[src/rtl/mdio_pkg.sv]
// Shared types and constants for the Clause 22 MDIO PHY responder.
// Holds frame FSM states, opcodes, register addresses and reset defaults.
package mdio_pkg;

    typedef enum logic [2:0] {
        ST_IDLE,
        ST_START,
        ST_OP,
        ST_PHYAD,
        ST_REGAD,
        ST_TA,
        ST_RD_DATA,
        ST_WR_DATA
    } state_e;

    localparam logic [1:0] OP_RD = 2'b10;
    localparam logic [1:0] OP_WR = 2'b01;

    localparam logic [4:0] REG_CTRL = 5'd0;
    localparam logic [4:0] REG_STAT = 5'd1;
    localparam logic [4:0] REG_ID1  = 5'd2;
    localparam logic [4:0] REG_ID2  = 5'd3;
    localparam logic [4:0] REG_ANAR = 5'd4;
    localparam logic [4:0] REG_R5   = 5'd5;
    localparam logic [4:0] REG_R6   = 5'd6;
    localparam logic [4:0] REG_R7   = 5'd7;

    localparam logic [15:0] CTRL_DEF = 16'h1140;
    localparam logic [15:0] STAT_DEF = 16'h796D;
    localparam logic [15:0] ANAR_DEF = 16'h01E1;
    localparam logic [15:0] RX_DEF   = 16'h0000;

    localparam logic [5:0] PRE_LEN   = 6'd32;
    localparam logic [4:0] DATA_BITS = 5'd16;

    // Status word with the live link bit spliced into bit 2.
    function automatic logic [15:0] stat_word(input logic link);
        return {STAT_DEF[15:3], link, STAT_DEF[1:0]};
    endfunction

endpackage

[src/rtl/mdio_phy_responder_if.sv]
// MDIO pin bundle between the MAC (master) and the PHY responder (slave).
interface mdio_phy_responder_if;
    logic mdc;
    logic mdio_in;
    logic mdio_out;
    logic mdio_oen;

    modport master (
        output mdc,
        output mdio_in,
        input  mdio_out,
        input  mdio_oen
    );

    modport slave (
        input  mdc,
        input  mdio_in,
        output mdio_out,
        output mdio_oen
    );
endinterface

[src/rtl/mdio_edge_sync.sv]
// Brings MDC and MDIO into the system clock domain and flags MDC edges.
module mdio_edge_sync (
    input  logic                 clk_i,
    input  logic                 rst_ni,
    mdio_phy_responder_if.slave  pins,
    output logic                 mdc_rise_o,
    output logic                 mdc_fall_o,
    output logic                 mdio_o
);

    logic [1:0] mdc_q;
    logic [1:0] mdio_q;
    logic       mdc_prev_q;

    always_ff @(posedge clk_i or negedge rst_ni) begin
        if (!rst_ni) begin
            mdc_q      <= 2'b11;
            mdio_q     <= 2'b11;
            mdc_prev_q <= 1'b1;
        end else begin
            mdc_q      <= {mdc_q[0], pins.mdc};
            mdio_q     <= {mdio_q[0], pins.mdio_in};
            mdc_prev_q <= mdc_q[1];
        end
    end

    // MDIO shares the MDC sync depth, so a detected rise sees aligned data.
    assign mdc_rise_o = mdc_q[1] & ~mdc_prev_q;
    assign mdc_fall_o = ~mdc_q[1] & mdc_prev_q;
    assign mdio_o     = mdio_q[1];

endmodule

[src/rtl/mdio_phy_responder.sv]
// Clause 22 MDIO PHY responder: frame FSM, register file and line driver.
module mdio_phy_responder
    import mdio_pkg::*;
#(
    parameter logic [4:0]  PHY_ADDR = 5'd0,
    parameter logic [15:0] PHY_ID1  = 16'h0141,
    parameter logic [15:0] PHY_ID2  = 16'h0DD1
) (
    input  logic        clk_clk,
    input  logic        reset_reset_n,
    input  logic        mdc,
    input  logic        mdio_in,
    output logic        mdio_out,
    output logic        mdio_oen,
    input  logic        link_up,
    output logic        wr_strobe,
    output logic [4:0]  wr_addr,
    output logic [15:0] wr_data
);

    mdio_phy_responder_if pins ();

    logic rise;
    logic fall;
    logic bit_s;

    state_e      state_q, state_d;
    logic [5:0]  pre_q,   pre_d;
    logic [4:0]  cnt_q,   cnt_d;
    logic [1:0]  op_q,    op_d;
    logic [4:0]  phy_q,   phy_d;
    logic [4:0]  rad_q,   rad_d;
    logic [15:0] sh_q,    sh_d;
    logic        out_q,   out_d;
    logic        oen_q,   oen_d;
    logic        stb_q,   stb_d;
    logic [4:0]  waddr_q, waddr_d;
    logic [15:0] wdata_q, wdata_d;
    logic [15:0] ctrl_q,  ctrl_d;
    logic [15:0] anar_q,  anar_d;
    logic [15:0] r5_q,    r5_d;
    logic [15:0] r6_q,    r6_d;
    logic [15:0] r7_q,    r7_d;

    logic [4:0]  rad_nxt;
    logic [15:0] wword;
    logic [15:0] rd_word;

    assign pins.mdc      = mdc;
    assign pins.mdio_in  = mdio_in;
    assign pins.mdio_out = out_q;
    assign pins.mdio_oen = oen_q;

    assign mdio_out  = pins.mdio_out;
    assign mdio_oen  = pins.mdio_oen;
    assign wr_strobe = stb_q;
    assign wr_addr   = waddr_q;
    assign wr_data   = wdata_q;

    mdio_edge_sync u_sync (
        .clk_i      (clk_clk),
        .rst_ni     (reset_reset_n),
        .pins       (pins),
        .mdc_rise_o (rise),
        .mdc_fall_o (fall),
        .mdio_o     (bit_s)
    );

    assign rad_nxt = {rad_q[3:0], bit_s};
    assign wword   = {sh_q[14:0], bit_s};

    // Snapshot source for the read path, addressed by the completing REGAD.
    always_comb begin
        rd_word = '0;
        unique case (rad_nxt)
            REG_CTRL: rd_word = ctrl_q;
            REG_STAT: rd_word = stat_word(link_up);
            REG_ID1:  rd_word = PHY_ID1;
            REG_ID2:  rd_word = PHY_ID2;
            REG_ANAR: rd_word = anar_q;
            REG_R5:   rd_word = r5_q;
            REG_R6:   rd_word = r6_q;
            REG_R7:   rd_word = r7_q;
            default:  rd_word = '0;
        endcase
    end

    always_comb begin
        state_d = state_q;
        pre_d   = pre_q;
        cnt_d   = cnt_q;
        op_d    = op_q;
        phy_d   = phy_q;
        rad_d   = rad_q;
        sh_d    = sh_q;
        out_d   = out_q;
        oen_d   = oen_q;
        stb_d   = 1'b0;
        waddr_d = waddr_q;
        wdata_d = wdata_q;
        ctrl_d  = ctrl_q;
        anar_d  = anar_q;
        r5_d    = r5_q;
        r6_d    = r6_q;
        r7_d    = r7_q;

        // Preamble only accumulates while idle, so a new frame starts clean.
        if (state_q != ST_IDLE) begin
            pre_d = '0;
        end

        unique case (state_q)
            ST_IDLE: begin
                if (rise) begin
                    if (bit_s) begin
                        if (pre_q != PRE_LEN) begin
                            pre_d = pre_q + 6'd1;
                        end
                    end else begin
                        pre_d = '0;
                        if (pre_q == PRE_LEN) begin
                            state_d = ST_START;
                        end
                    end
                end
            end
            ST_START: begin
                if (rise) begin
                    cnt_d   = '0;
                    state_d = bit_s ? ST_OP : ST_IDLE;
                end
            end
            ST_OP: begin
                if (rise) begin
                    op_d = {op_q[0], bit_s};
                    if (cnt_q == 5'd1) begin
                        cnt_d = '0;
                        if (op_d == OP_RD || op_d == OP_WR) begin
                            state_d = ST_PHYAD;
                        end else begin
                            state_d = ST_IDLE;
                        end
                    end else begin
                        cnt_d = cnt_q + 5'd1;
                    end
                end
            end
            ST_PHYAD: begin
                if (rise) begin
                    phy_d = {phy_q[3:0], bit_s};
                    if (cnt_q == 5'd4) begin
                        cnt_d   = '0;
                        state_d = ST_REGAD;
                    end else begin
                        cnt_d = cnt_q + 5'd1;
                    end
                end
            end
            ST_REGAD: begin
                if (rise) begin
                    rad_d = rad_nxt;
                    if (cnt_q == 5'd4) begin
                        cnt_d = '0;
                        if (phy_q != PHY_ADDR) begin
                            state_d = ST_IDLE;
                        end else begin
                            state_d = ST_TA;
                            sh_d    = rd_word;
                        end
                    end else begin
                        cnt_d = cnt_q + 5'd1;
                    end
                end
            end
            ST_TA: begin
                // Reads take the line on the fall after the first TA sample.
                unique case (1'b1)
                    rise: begin
                        if (op_q == OP_WR && cnt_q == 5'd1) begin
                            cnt_d   = '0;
                            state_d = ST_WR_DATA;
                        end else begin
                            cnt_d = 5'd1;
                        end
                    end
                    fall: begin
                        if (op_q == OP_RD && cnt_q != 5'd0) begin
                            oen_d   = 1'b0;
                            out_d   = 1'b0;
                            cnt_d   = '0;
                            state_d = ST_RD_DATA;
                        end
                    end
                    default: ;
                endcase
            end
            ST_RD_DATA: begin
                if (fall) begin
                    if (cnt_q == DATA_BITS) begin
                        oen_d   = 1'b1;
                        out_d   = 1'b1;
                        state_d = ST_IDLE;
                    end else begin
                        out_d = sh_q[15];
                        sh_d  = {sh_q[14:0], 1'b0};
                        cnt_d = cnt_q + 5'd1;
                    end
                end
            end
            ST_WR_DATA: begin
                if (rise) begin
                    sh_d = wword;
                    if (cnt_q == DATA_BITS - 5'd1) begin
                        state_d = ST_IDLE;
                        stb_d   = 1'b1;
                        waddr_d = rad_q;
                        wdata_d = wword;
                        unique case (rad_q)
                            REG_CTRL: begin
                                if (wword[15]) begin
                                    ctrl_d = CTRL_DEF;
                                    anar_d = ANAR_DEF;
                                    r5_d   = RX_DEF;
                                    r6_d   = RX_DEF;
                                    r7_d   = RX_DEF;
                                end else begin
                                    ctrl_d = wword;
                                end
                            end
                            REG_ANAR: anar_d = wword;
                            REG_R5:   r5_d   = wword;
                            REG_R6:   r6_d   = wword;
                            REG_R7:   r7_d   = wword;
                            default:  ;
                        endcase
                    end else begin
                        cnt_d = cnt_q + 5'd1;
                    end
                end
            end
            default: state_d = ST_IDLE;
        endcase
    end

    always_ff @(posedge clk_clk or negedge reset_reset_n) begin
        if (!reset_reset_n) begin
            state_q <= ST_IDLE;
            pre_q   <= '0;
            cnt_q   <= '0;
            op_q    <= '0;
            phy_q   <= '0;
            rad_q   <= '0;
            sh_q    <= '0;
            out_q   <= 1'b1;
            oen_q   <= 1'b1;
            stb_q   <= 1'b0;
            waddr_q <= '0;
            wdata_q <= '0;
            ctrl_q  <= CTRL_DEF;
            anar_q  <= ANAR_DEF;
            r5_q    <= RX_DEF;
            r6_q    <= RX_DEF;
            r7_q    <= RX_DEF;
        end else begin
            state_q <= state_d;
            pre_q   <= pre_d;
            cnt_q   <= cnt_d;
            op_q    <= op_d;
            phy_q   <= phy_d;
            rad_q   <= rad_d;
            sh_q    <= sh_d;
            out_q   <= out_d;
            oen_q   <= oen_d;
            stb_q   <= stb_d;
            waddr_q <= waddr_d;
            wdata_q <= wdata_d;
            ctrl_q  <= ctrl_d;
            anar_q  <= anar_d;
            r5_q    <= r5_d;
            r6_q    <= r6_d;
            r7_q    <= r7_d;
        end
    end

endmodule

[config.mk]
export PLATFORM = sky130hd
export DESIGN_NAME = mdio_phy_responder
export DESIGN_NICKNAME = d
export VERILOG_FILES = /design/src/rtl/mdio_pkg.sv /design/src/rtl/mdio_phy_responder_if.sv /design/src/rtl/mdio_edge_sync.sv /design/src/rtl/mdio_phy_responder.sv
export SDC_FILE = /design/constraint.sdc
export NUM_CORES = 1
export LEC_CHECK = 0
export BUFFER_PORTS_ARGS = -buffer_cell sky130_fd_sc_hd__buf_2
export CELL_PAD_IN_SITES_DETAIL_PLACEMENT = 2
export CELL_PAD_IN_SITES_GLOBAL_PLACEMENT = 2
export CORE_MARGIN = 4
export CORE_UTILIZATION = 30
export CTS_BUF_LIST = sky130_fd_sc_hd__clkbuf_8
export CTS_CLUSTER_DIAMETER = 50
export DETAILED_ROUTE_END_ITERATION = 7
export PLACE_DENSITY_LB_ADDON = 0.1
export SYNTH_ARGS = -nofsm -noshare
export SYNTH_HDL_FRONTEND = slang
export SYNTH_SLANG_ARGS = --single-unit
[constraint.sdc]
create_clock -name clk_clk -period 2.22 [get_ports clk_clk]
set_input_delay 0.111 -clock clk_clk [delete_from_list [all_inputs] [get_ports clk_clk]]
set_output_delay 0.111 -clock clk_clk [all_outputs]
set_load 0.1 [all_outputs]
==> qor.csv, run 1 <==
metric,value,unit
ff2ff_path_depth,6,
synth.distinct_cells,75,
synth-edff-count,0,
gp_congestion,0.793,
seq_area,3780,um2
drtPass1Iterations,4,
ys_seq_area_frac,0.513,
drt-initial-drc-count,337,
fin_crit_sh,0.966,
skew,0.0345,ns
antenna_left,0,
setup-tns-final,0,ns
drt_wl_total,26200,um
ir_drop,0.370,mV
cp_max_fo,6,
dp_slack,-0.202,ns
fin_nets,842,
met3_length,827,um
whs,0.181,ns
finalSetupViolCount,0,
path_class,register to register,
dpl.hpwl,18300,um
grt_pass1_vias,6952,
grt_max_degree,57,
synth_top_area_cell,dfrtp_1,
area_growth,18.8,%
via_per_inst,5.28,
synth_ff_type,dfrtp_1,
clk_latency,0.49,ns
place.port_buffers,28,
htree_levels,4,
syn_inst,765,
drive_gt1_frac,0.234,
highest_layer,met4,
tightest_slew,0.684,ns
multi_input_area,3250,um2
synthArstFlopShare,1.00,
cts_tree,yes,
r2r-start,u_sync.mdc_q[1],
synth_warnings,0,
fmax,466,MHz
min_path_type,input pin to asynchronous set/reset pin,
die_h,165,um
synth_area_leaders,"dfrtp_1 46%, nand2_1 9.9%, dfstp_2 5.4%",
grt.total_usage,0.202,
route.met2.wl,12600,um
die_area,27100,um2
nFillCells,2654,
cp.arrival,2.49,ns
cts_sinks,150,
cts_buffer_depth,2,
maxCapViolCount,0,
antenna_found_initial,0,
p_leak,4.12,nW
layout_setup_ws,0.0748,ns
start_kind,register,
cp.required,2.57,ns
max-slew-margin-rel,0.540,
synth_seq_cells,150,
std_cell_rows,57,
routedWlPerCell,22.5,um
numCtsBuffers,17,
wl_met1,12600,um
finalInstanceArea,8740,um2
reg2reg_slack,0.07,ns
r2r_end,state_q[1],
cts_root_buf,clkbuf_8,
dpl_cell_area,8180,um2
clk_pin_slew,0.10,ns
core_area,24200,um2
grt_pass1_wl,41800,um
crit_path_end_kind,register,
rsz0062_at_grt,yes,
final.min_clock_period,2.15,ns
die-width,165,um
initial_utilization,0.303,
avgSynthCellArea,9.62,um2
status,"complete, no violations",
antenna_cells,0,
vias,6160,
boundaryPins,29,
power_density,651,nW/um2
grt.overflow.total,0,
synth.net_count,778,
synth_area,7360,um2
post-route-drc-count,0,
drv_slew,0,
synth_top_area_frac,0.459,
hold_violations,0,
layout by cell type (no fill, tap or decap), types with 10 or more instances in the layout:
cell type / netlist / routed
a21oi_1: 12 / 12
a22o_1: 28 / 28
a22oi_1: 15 / 15
a31oi_1: 16 / 16
buf_2: 25 / 27
buf_4: 9 / 65
clkbuf_8: 0 / 17
dfrtp_1: 135 / 134
dfstp_2: 15 / 14
inv_1: 15 / 16
mux2_2: 16 / 16
nand2_1: 195 / 195
nand3_1: 36 / 36
nor2_1: 36 / 35
nor3_1: 10 / 10
o21ai_0: 33 / 32
cell usage after synthesis (3+ instances only):
cell and n:
a211oi_1 4, a21o_1 4, a21oi_1 12, a22o_1 28, a22oi_1 15, a2bb2oi_1 5
a31oi_1 16, a41o_1 5, and2_1 5, and3_1 8, buf_2 25, buf_4 9
buf_6 5, clkbuf_1 19, dfrtp_1 135, dfstp_2 15, ha_1 8, inv_1 15
mux2_2 16, mux2i_1 8, nand2_1 195, nand2b_1 5, nand3_1 36, nand3b_1 3
nor2_1 36, nor2b_1 8, nor3_1 10, o21ai_0 33, o21ai_1 5, o22a_1 8
o22ai_1 5, o31ai_1 5, or4_1 3
cells by family (layout without fill, tap and decap cells):
family / after synthesis / count (layout) / synth area share
AND/OR/NAND/NOR: 334 / 334 / 0.212
AO/OA/AOI/OAI: 167 / 167 / 0.165
flip-flops: 150 / 150 / 0.513
buffers and inverters: 77 / 154 / 0.0536
multiplexers: 27 / 27 / 0.0413
adder cells (fa/ha/maj): 8 / 8 / 0.0136
XOR/XNOR: 2 / 2 / 0.00238
stage by stage:
| stage | util | std cells | power (mW) |
|---|---|---|---|
| after floorplan | - | 765 | 3.23 |
| final | 0.360 | 1166 | 5.69 |
| after CTS | 0.358 | 1166 | 5.76 |
| after global placement | 0.337 | 1125 | 3.43 |
| after detailed placement | 0.337 | 1125 | 3.47 |
| after global routing | 0.360 | 1166 | 5.94 |
routing by layer:
| metal | track usage | vias up |
|---|---|---|
| met5 | 0 | - |
| met4 | 0.0420 | 0 |
| met3 | 0.0349 | 17 |
| met2 | 0.330 | 78 |
| met1 | 0.284 | 3260 |
| li1 | - | 2805 |
what timing repair did:
action                                 4_1_cts  5_1_grt
hold buffers                                 3        0
buffers inserted                             6        0
pin swaps                                    2        0
setup endpoints to repair                   91       54
endpoints found under the hold margin       55        0
gates resized for setup                      9       13
critical path: stages (launching register included):
cell	delay, ns
dfstp_2	0.58
ha_4	0.17
and2b_1	0.15
a41oi_1	0.14
mux2_2	0.30
a211o_4	0.37
mux2_4	0.31
state kept, by name, indices dropped and copies added (netlist names), 2 cells and up:
register / count
anar_q: 16
cnt_q: 5
ctrl_q: 15
op_q: 2
phy_q: 5
pre_q: 6
r5_q: 16
r6_q: 16
r7_q: 16
rad_q: 5
sh_q: 16
state_q: 3
u_sync.mdc_q: 2
u_sync.mdio_q: 2
wr_addr: 5
wr_data: 16
cell type report:
class | instances | share of cell area
well taps | 324 | 0.0464
flip-flops and latches | 150 | 0.432
inverters | 17 | 0.00787
clock inverters | 15 | 0.0195
repair buffers | 105 | 0.0950
clock buffers | 17 | 0.0268
multi-input cells | 538 | 0.372
where the power goes:
| part | internal [mW] | switching, mW |
|---|---|---|
| Sequential | 2.79 | 0.0810 |
| Combinational | 0.235 | 0.330 |
| Clock | 1.03 | 1.23 |
| Total | 4.05 | 1.64 |
worst max path at each step:
stage                     from          to  slack [ns]  depth (start not counted)
6_report       u_sync.mdc_q[1]  state_q[1]        0.07                          6
4_1_cts               cnt_q[0]   anar_q[6]       0.003                          7
3_3_place_gp          cnt_q[0]   anar_q[3]       -0.14                          7
5_1_grt               cnt_q[0]   anar_q[9]      -0.008                          8
3_5_place_dp          cnt_q[0]  anar_q[12]       -0.20                          7
2_1_floorplan         cnt_q[0]    r7_q[10]        0.15                         10
Power figures use the tool's default switching activity.
==> inputs of run 2 (changes only) <==
--- a/config.mk
+++ b/config.mk
@@ -5,7 +5,6 @@
 export SDC_FILE = /design/constraint.sdc
 export NUM_CORES = 1
 export LEC_CHECK = 0
-export BUFFER_PORTS_ARGS = -buffer_cell sky130_fd_sc_hd__buf_2
 export CELL_PAD_IN_SITES_DETAIL_PLACEMENT = 2
 export CELL_PAD_IN_SITES_GLOBAL_PLACEMENT = 2
 export CORE_MARGIN = 4
@@ -13,6 +12,7 @@
 export CTS_BUF_LIST = sky130_fd_sc_hd__clkbuf_8
 export CTS_CLUSTER_DIAMETER = 50
 export DETAILED_ROUTE_END_ITERATION = 7
+export DONT_BUFFER_PORTS = 1
 export PLACE_DENSITY_LB_ADDON = 0.1
 export SYNTH_ARGS = -nofsm -noshare
 export SYNTH_HDL_FRONTEND = slang
==> run 2 against run 1 <==
  * Combinational power shrank 2%
  * Die area unchanged
  * Sequential cell count unchanged
  * Clock-buffer cell count rose by 2
  * The run now ends with hold timing left
  * Register-to-register slack gained 0.02 ns
  * Critical path depth increased by 3
  * Clock power down 8%
==> qor.csv, run 2 (synthesized netlist as in run 1, its figures left out) <==
metric,value,unit,change
die_area,27100,um2,unchanged
hold_violations,150,,was 0
finalSetupViolCount,0,,unchanged
path_class,register to register,,unchanged
crit_path_end_kind,register,,unchanged
cts_sinks,150,,unchanged
layout_setup_ws,0.0969,ns,was 0.0748 ns
grt.overflow.total,0,,unchanged
dpl.hpwl,17700,um,was 18300 um
drt-initial-drc-count,333,,was 337
busiest_layer,met2,,unchanged
ff2ff_path_depth,9,,was 6
gp_congestion,0.808,,was 0.793
cts_root_buf,clkbuf_8,,unchanged
drv_slew,0,,unchanged
cts_tree,yes,,unchanged
cp_slowest_cell,dfrtp_1,,was dfstp_2
antenna_cells,0,,unchanged
nFillCells,2683,,was 2654
power_density,629,nW/um2,was 651 nW/um2
antenna_found_initial,0,,unchanged
initial_utilization,0.303,,unchanged
multi_input_area,3280,um2,was 3250 um2
placed_cells,1119,,was 1125
whs,-0.665,ns,was 0.181 ns
dpl_cell_area,8210,um2,was 8180 um2
numCtsBuffers,17,,unchanged
maxCapViolCount,0,,unchanged
p_leak,4.04,nW,was 4.12 nW
final.min_clock_period,2.12,ns,was 2.15 ns
seq_area,3770,um2,was 3780 um2
htree_levels,4,,unchanged
crit_top_cell,and3_4,,
cts_buffer_depth,2,,unchanged
mostFrequentLayoutCells,"195 x nand2_1, 135 x dfrtp_1, 83 x buf_4, 35 x nand3_1, 34 x nor2_1",,"was 195 x nand2_1, 134 x dfrtp_1, 65 x buf_4, 36 x nand3_1, 35 x nor2_1"
final_common_cell,nand2_1,,unchanged
cp.arrival,2.46,ns,was 2.49 ns
cp.depth,9,,was 6
fin_cells,1155,,was 1166
grt.total_usage,0.198,,was 0.202
boundaryPins,29,,unchanged
path_cells,ha_2 -> and3_4 -> ha_4 -> and3_4 -> nand3_2 -> buf_4 -> a21o_1 -> buf_12 -> a22o_1,,was ha_4 -> and2b_1 -> a41oi_1 -> mux2_2 -> a211o_4 -> mux2_4
status,finished with violations,,"was complete, no violations"
fmax,471,MHz,was 466 MHz
die-width,165,um,unchanged
core_area,24200,um2,unchanged
path_delay_family,simple AND/OR/NAND/NOR gates,,was multiplexers
min_path_type,input pin to asynchronous set/reset pin,,unchanged
die_h,165,um,unchanged
tightest_slew,0.886,ns,was 0.684 ns
use_met1,0.271,,was 0.284
dp_slack,-0.0615,ns,was -0.202 ns
slowest_delay,0.39,ns,was 0.58 ns
failed_checks,hold timing,,
std_cell_rows,57,,unchanged
area_growth,18.4,%,was 18.8%
antenna_left,0,,unchanged
fin_crit_sh,0.956,,was 0.966
grt_pass1_wl,40900,um,was 41800 um
cp.required,2.56,ns,was 2.57 ns
drive_gt1_frac,0.231,,was 0.234
drt_wl_total,25900,um,was 26200 um
vias,6085,,was 6160
place.port_buffers,0,,was 28
start_kind,register,,unchanged
cts-hold-fix-buffers,2,,was 3
clk_latency,0.46,ns,was 0.49 ns
fin_nets,831,,was 842
cp_max_fo,10,,was 6
skew,0.0190,ns,was 0.0345 ns
grt_max_degree,151,,was 57
clk_pin_slew,0.09,ns,was 0.10 ns
max-slew-margin-rel,0.410,,was 0.540
met2_usage,0.331,,was 0.330
post-route-drc-count,0,,unchanged
routedWlPerCell,22.4,um,was 22.5 um
path_buf_inv,2,,was 0
ir_drop,0.273,mV,was 0.370 mV
drtPass1Iterations,4,,unchanged
via_per_inst,5.27,,was 5.28
grt_pass1_vias,6741,,was 6952
finalInstanceArea,8710,um2,was 8740 um2
grt_use_met3,0.0342,,was 0.0349
run 2: cell count changes in the layout (fill, tap and decap cells not counted), sizes merged, moves of 2 or more:
| cell | before | now |
|---|---|---|
| buf | 102 | 92 |
| inv | 25 | 23 |
| clkinv | 2 | 5 |
| clkbuf | 17 | 19 |
| bufinv | 2 | 0 |
run 2: layout make-up:
class	instances	share of cell area
clock inverter	13	0.0126
clock buffer	19	0.0300
timing repair buffer	94	0.0935
inverter	17	0.00790
tap	324	0.0465
sequential	150	0.433
multi-input combinational	538	0.376
run 2: what timing repair did:
item                                   4_1_cts  5_1_grt
endpoints found under the hold margin      152      150
setup endpoints to repair                   48       51
resized for setup                            8       16
pin swaps                                    1        3
setup buffers                                0        2
run 2: where the power goes:
part | internal [mW] | leakage (nW) | switching, mW | total [mW]
clock | 0.865 | 0.186 | 1.21 | 2.08
sequential | 2.79 | 2.03 | 0.0598 | 2.85
combinational | 0.252 | 1.82 | 0.303 | 0.555
run 2: per-layer routing:
layer  share of wire  wire length (um)
met4           0.012               306
met1            0.47             12200
met2            0.49             12700
met5               0                 0
met3           0.029               747
run 2: worst paths after layout:
path | startpoint | endpoint | slack, ns
worst max-delay path | cnt_q[1] | r6_q[13] | 0.1
worst min-delay path | reset_reset_n | cnt_q[1] | -0.67
worst max register to register | cnt_q[1] | r6_q[13] | 0.1
worst min register to register | u_sync.mdc_q[0] | u_sync.mdc_q[1] | 0.36
max in group asynchronous | reset_reset_n | mdio_out | 2.43
min in group clk_clk | mdio_in | u_sync.mdio_q[0] | 0.20
run 2: through the flow:
| stage | power, mW | util | setup TNS, ns |
|---|---|---|---|
| after global routing | 5.74 | 0.359 | -0.00453 |
| after detailed placement | 3.44 | 0.338 | -0.309 |
| final | 5.48 | 0.359 | 0 |
| after floorplan | 3.23 | - | 0 |
| after global placement | 3.40 | 0.338 | 0 |
| after CTS | 5.55 | 0.356 | -0.00135 |
==> inputs of run 3 (changes only) <==
--- a/config.mk
+++ b/config.mk
@@ -7,7 +7,6 @@
 export LEC_CHECK = 0
 export CELL_PAD_IN_SITES_DETAIL_PLACEMENT = 2
 export CELL_PAD_IN_SITES_GLOBAL_PLACEMENT = 2
-export CORE_MARGIN = 4
 export CORE_UTILIZATION = 30
 export CTS_BUF_LIST = sky130_fd_sc_hd__clkbuf_8
 export CTS_CLUSTER_DIAMETER = 50
==> run 3 against run 2 <==
  * The flow still finishes with violations (hold timing)
  * Sequential share of layout area fell by 0.081 points
  * Utilization grew 0.82 points
  * Largest power group unchanged
  * Sequential cell count unchanged
  * Critical path depth shrank 1
  * Critical path type unchanged
  * Global-route usage increased by 1.8 points
==> qor.csv, run 3 (synthesized netlist as in run 1, its figures left out) <==
metric,value,unit,change
drtPass1Iterations,4,,unchanged
vias,6075,,was 6085
path_cells,buf_4 -> inv_2 -> ha_4 -> and4bb_4 -> mux2i_2 -> o221a_1 -> a211o_4 -> mux2_4,,was ha_2 -> and3_4 -> ha_4 -> and3_4 -> nand3_2 -> buf_4 -> a21o_1 -> buf_12 -> a22o_1
placed_cells,1105,,was 1119
p_clk_frac,0.386,,was 0.380
clk_latency,0.48,ns,was 0.46 ns
status,finished with violations,,unchanged
cp.arrival,2.55,ns,was 2.46 ns
cp_slowest_cell,dfrtp_1,,unchanged
ff2ff_path_depth,8,,was 9
via_per_inst,5.31,,was 5.27
skew,0.0240,ns,was 0.0190 ns
path_buf_inv,2,,unchanged
final.min_clock_period,2.20,ns,was 2.12 ns
drt_wl_total,25400,um,was 25900 um
whs,-0.679,ns,was -0.665 ns
grt_pass1_vias,6601,,was 6741
area_growth,18.6,%,was 18.4%
drt-initial-drc-count,293,,was 333
post-route-drc-count,0,,unchanged
fmax,455,MHz,was 471 MHz
std_cell_rows,56,,was 57
switchingPower,1.59,mW,was 1.58 mW
pwr-share-seq,0.519,,about the same
startpoint,cnt_q[0],,was cnt_q[1]
final_common_cell,nand2_1,,unchanged
clk_pin_slew,0.10,ns,was 0.09 ns
cp-endpoint,state_q[1],,was r6_q[13]
slowest_delay,0.42,ns,was 0.39 ns
die_h,159,um,was 165 um
cp.depth,8,,was 9
mostFrequentLayoutCells,"195 x nand2_1, 135 x dfrtp_1, 72 x buf_4, 35 x nand3_1, 34 x nor2_1",,"was 195 x nand2_1, 135 x dfrtp_1, 83 x buf_4, 35 x nand3_1, 34 x nor2_1"
cts_buffer_depth,2,,unchanged
rsz0062_at_grt,yes,,
crit_path_end_kind,register,,unchanged
start_kind,register,,unchanged
fin_cells,1144,,was 1155
boundaryPins,29,,unchanged
grt_pass1_wl,39800,um,was 40900 um
finalSetupViolCount,0,,unchanged
initial_utilization,0.310,,was 0.303
cp.required,2.57,ns,was 2.56 ns
antenna_cells,0,,unchanged
cts-hold-fix-buffers,2,,unchanged
die_area,25200,um2,was 27100 um2
cts_root_buf,clkbuf_8,,unchanged
path_class,register to register,,unchanged
r2r_end,state_q[1],,was r6_q[13]
pwr-share-comb,0.095,,was 0.101
hold_violations,150,,unchanged
fin_nets,825,,was 831
min_path_type,input pin to asynchronous set/reset pin,,unchanged
htree_levels,4,,unchanged
grt.overflow.total,0,,unchanged
cts_tree,yes,,unchanged
drv_slew,0,,unchanged
grt_max_degree,151,,unchanged
antenna_found_initial,0,,unchanged
place.port_buffers,0,,unchanged
dpl.hpwl,17000,um,was 17700 um
core_area,23800,um2,was 24200 um2
drive_gt1_frac,0.224,,was 0.231
cts_sinks,150,,unchanged
p_int,3.90,mW,about the same
max-slew-margin-rel,0.417,,was 0.410
numCtsBuffers,17,,unchanged
maxCapViolCount,0,,unchanged
fin_crit_sh,0.991,,was 0.956
r2r-start,cnt_q[0],,was cnt_q[1]
ir_drop,0.335,mV,was 0.273 mV
cp_max_fo,4,,was 10
failed_checks,hold timing,,unchanged
power_density,628,nW/um2,was 629 nW/um2
antenna_left,0,,unchanged
die-width,159,um,was 165 um
p_leak,4.02,nW,was 4.04 nW
tightest_slew,0.876,ns,was 0.886 ns
gp_congestion,0.820,,was 0.808
path_delay_family,compound AO/OA/AOI/OAI gates,,was simple AND/OR/NAND/NOR gates
swShare,0.290,,was 0.288
routedWlPerCell,22.2,um,was 22.4 um
reg2reg_slack,0.02,ns,was 0.1 ns
grt.total_usage,0.217,,was 0.198
## run 3: cell count changes in the layout (fill, tap and decap cells not counted), moves of 2 or more
cell	change
buf_4	-11
buf_12	+4
clkinv_4	-3
inv_2	+2
nand3_2	-2
nand3_4	+2
## run 3: repair_timing
action | in CTS | in global routing
cloned | 0 | 1
endpoints found under the setup margin | 37 | 69
hold endpoints to repair | 152 | 150
buffers inserted | 0 | 4
gates resized for setup | 8 | 17
pin swaps | 3 | 14
## run 3: cell type report
type	count	area, um2
timing repair buffer	88	837
sequential	150	3770
tap	319	399
clock buffer	19	262
multi-input combinational	538	3280
inverter	17	66.3
clock inverter	13	111
fill	2589	15000
## run 3: how the worst min path moves through the flow
stage | from | slack [ns] | to | cells past startpoint
floorplan | reset_reset_n | -0.18 | anar_q[10] | 0
global placement | reset_reset_n | -0.18 | cnt_q[2] | 0
detailed placement | reset_reset_n | -0.18 | cnt_q[2] | 0
CTS | reset_reset_n | -0.71 | cnt_q[2] | 0
global route | reset_reset_n | -0.73 | cnt_q[2] | 0
finish | reset_reset_n | -0.68 | cnt_q[2] | 0
## run 3: stage by stage
step,total power [mW],utilization,worst slack (ns),TNS (ns),cell area [um2]
finish,5.48,0.367,0.0206,0,8730
global route,5.74,0.367,-0.0353,-0.180,8730
CTS,5.57,0.362,0.00673,0,8600
detailed placement,3.41,0.344,-0.105,-0.866,8170
global placement,3.38,0.344,-0.0158,-0.0307,8170
floorplan,3.23,-,0.148,0,7360
## run 3: power by group through the flow
stage | combinational [mW] | sequential, mW | clock, mW
floorplan | 0.355 | 2.88 | 0
global placement | 0.486 | 2.89 | 0
detailed placement | 0.511 | 2.90 | 0
CTS | 0.520 | 2.85 | 2.20
global route | 0.575 | 2.85 | 2.31
finish | 0.523 | 2.85 | 2.12
## run 3: per-layer routing
metal	vias up	GRT usage	share of wire
li1	2772	-	-
met1	3219	0.302	0.49
met2	68	0.350	0.48
met3	16	0.0338	0.023
met4	0	0.0531	0.0098
met5	-	0	0
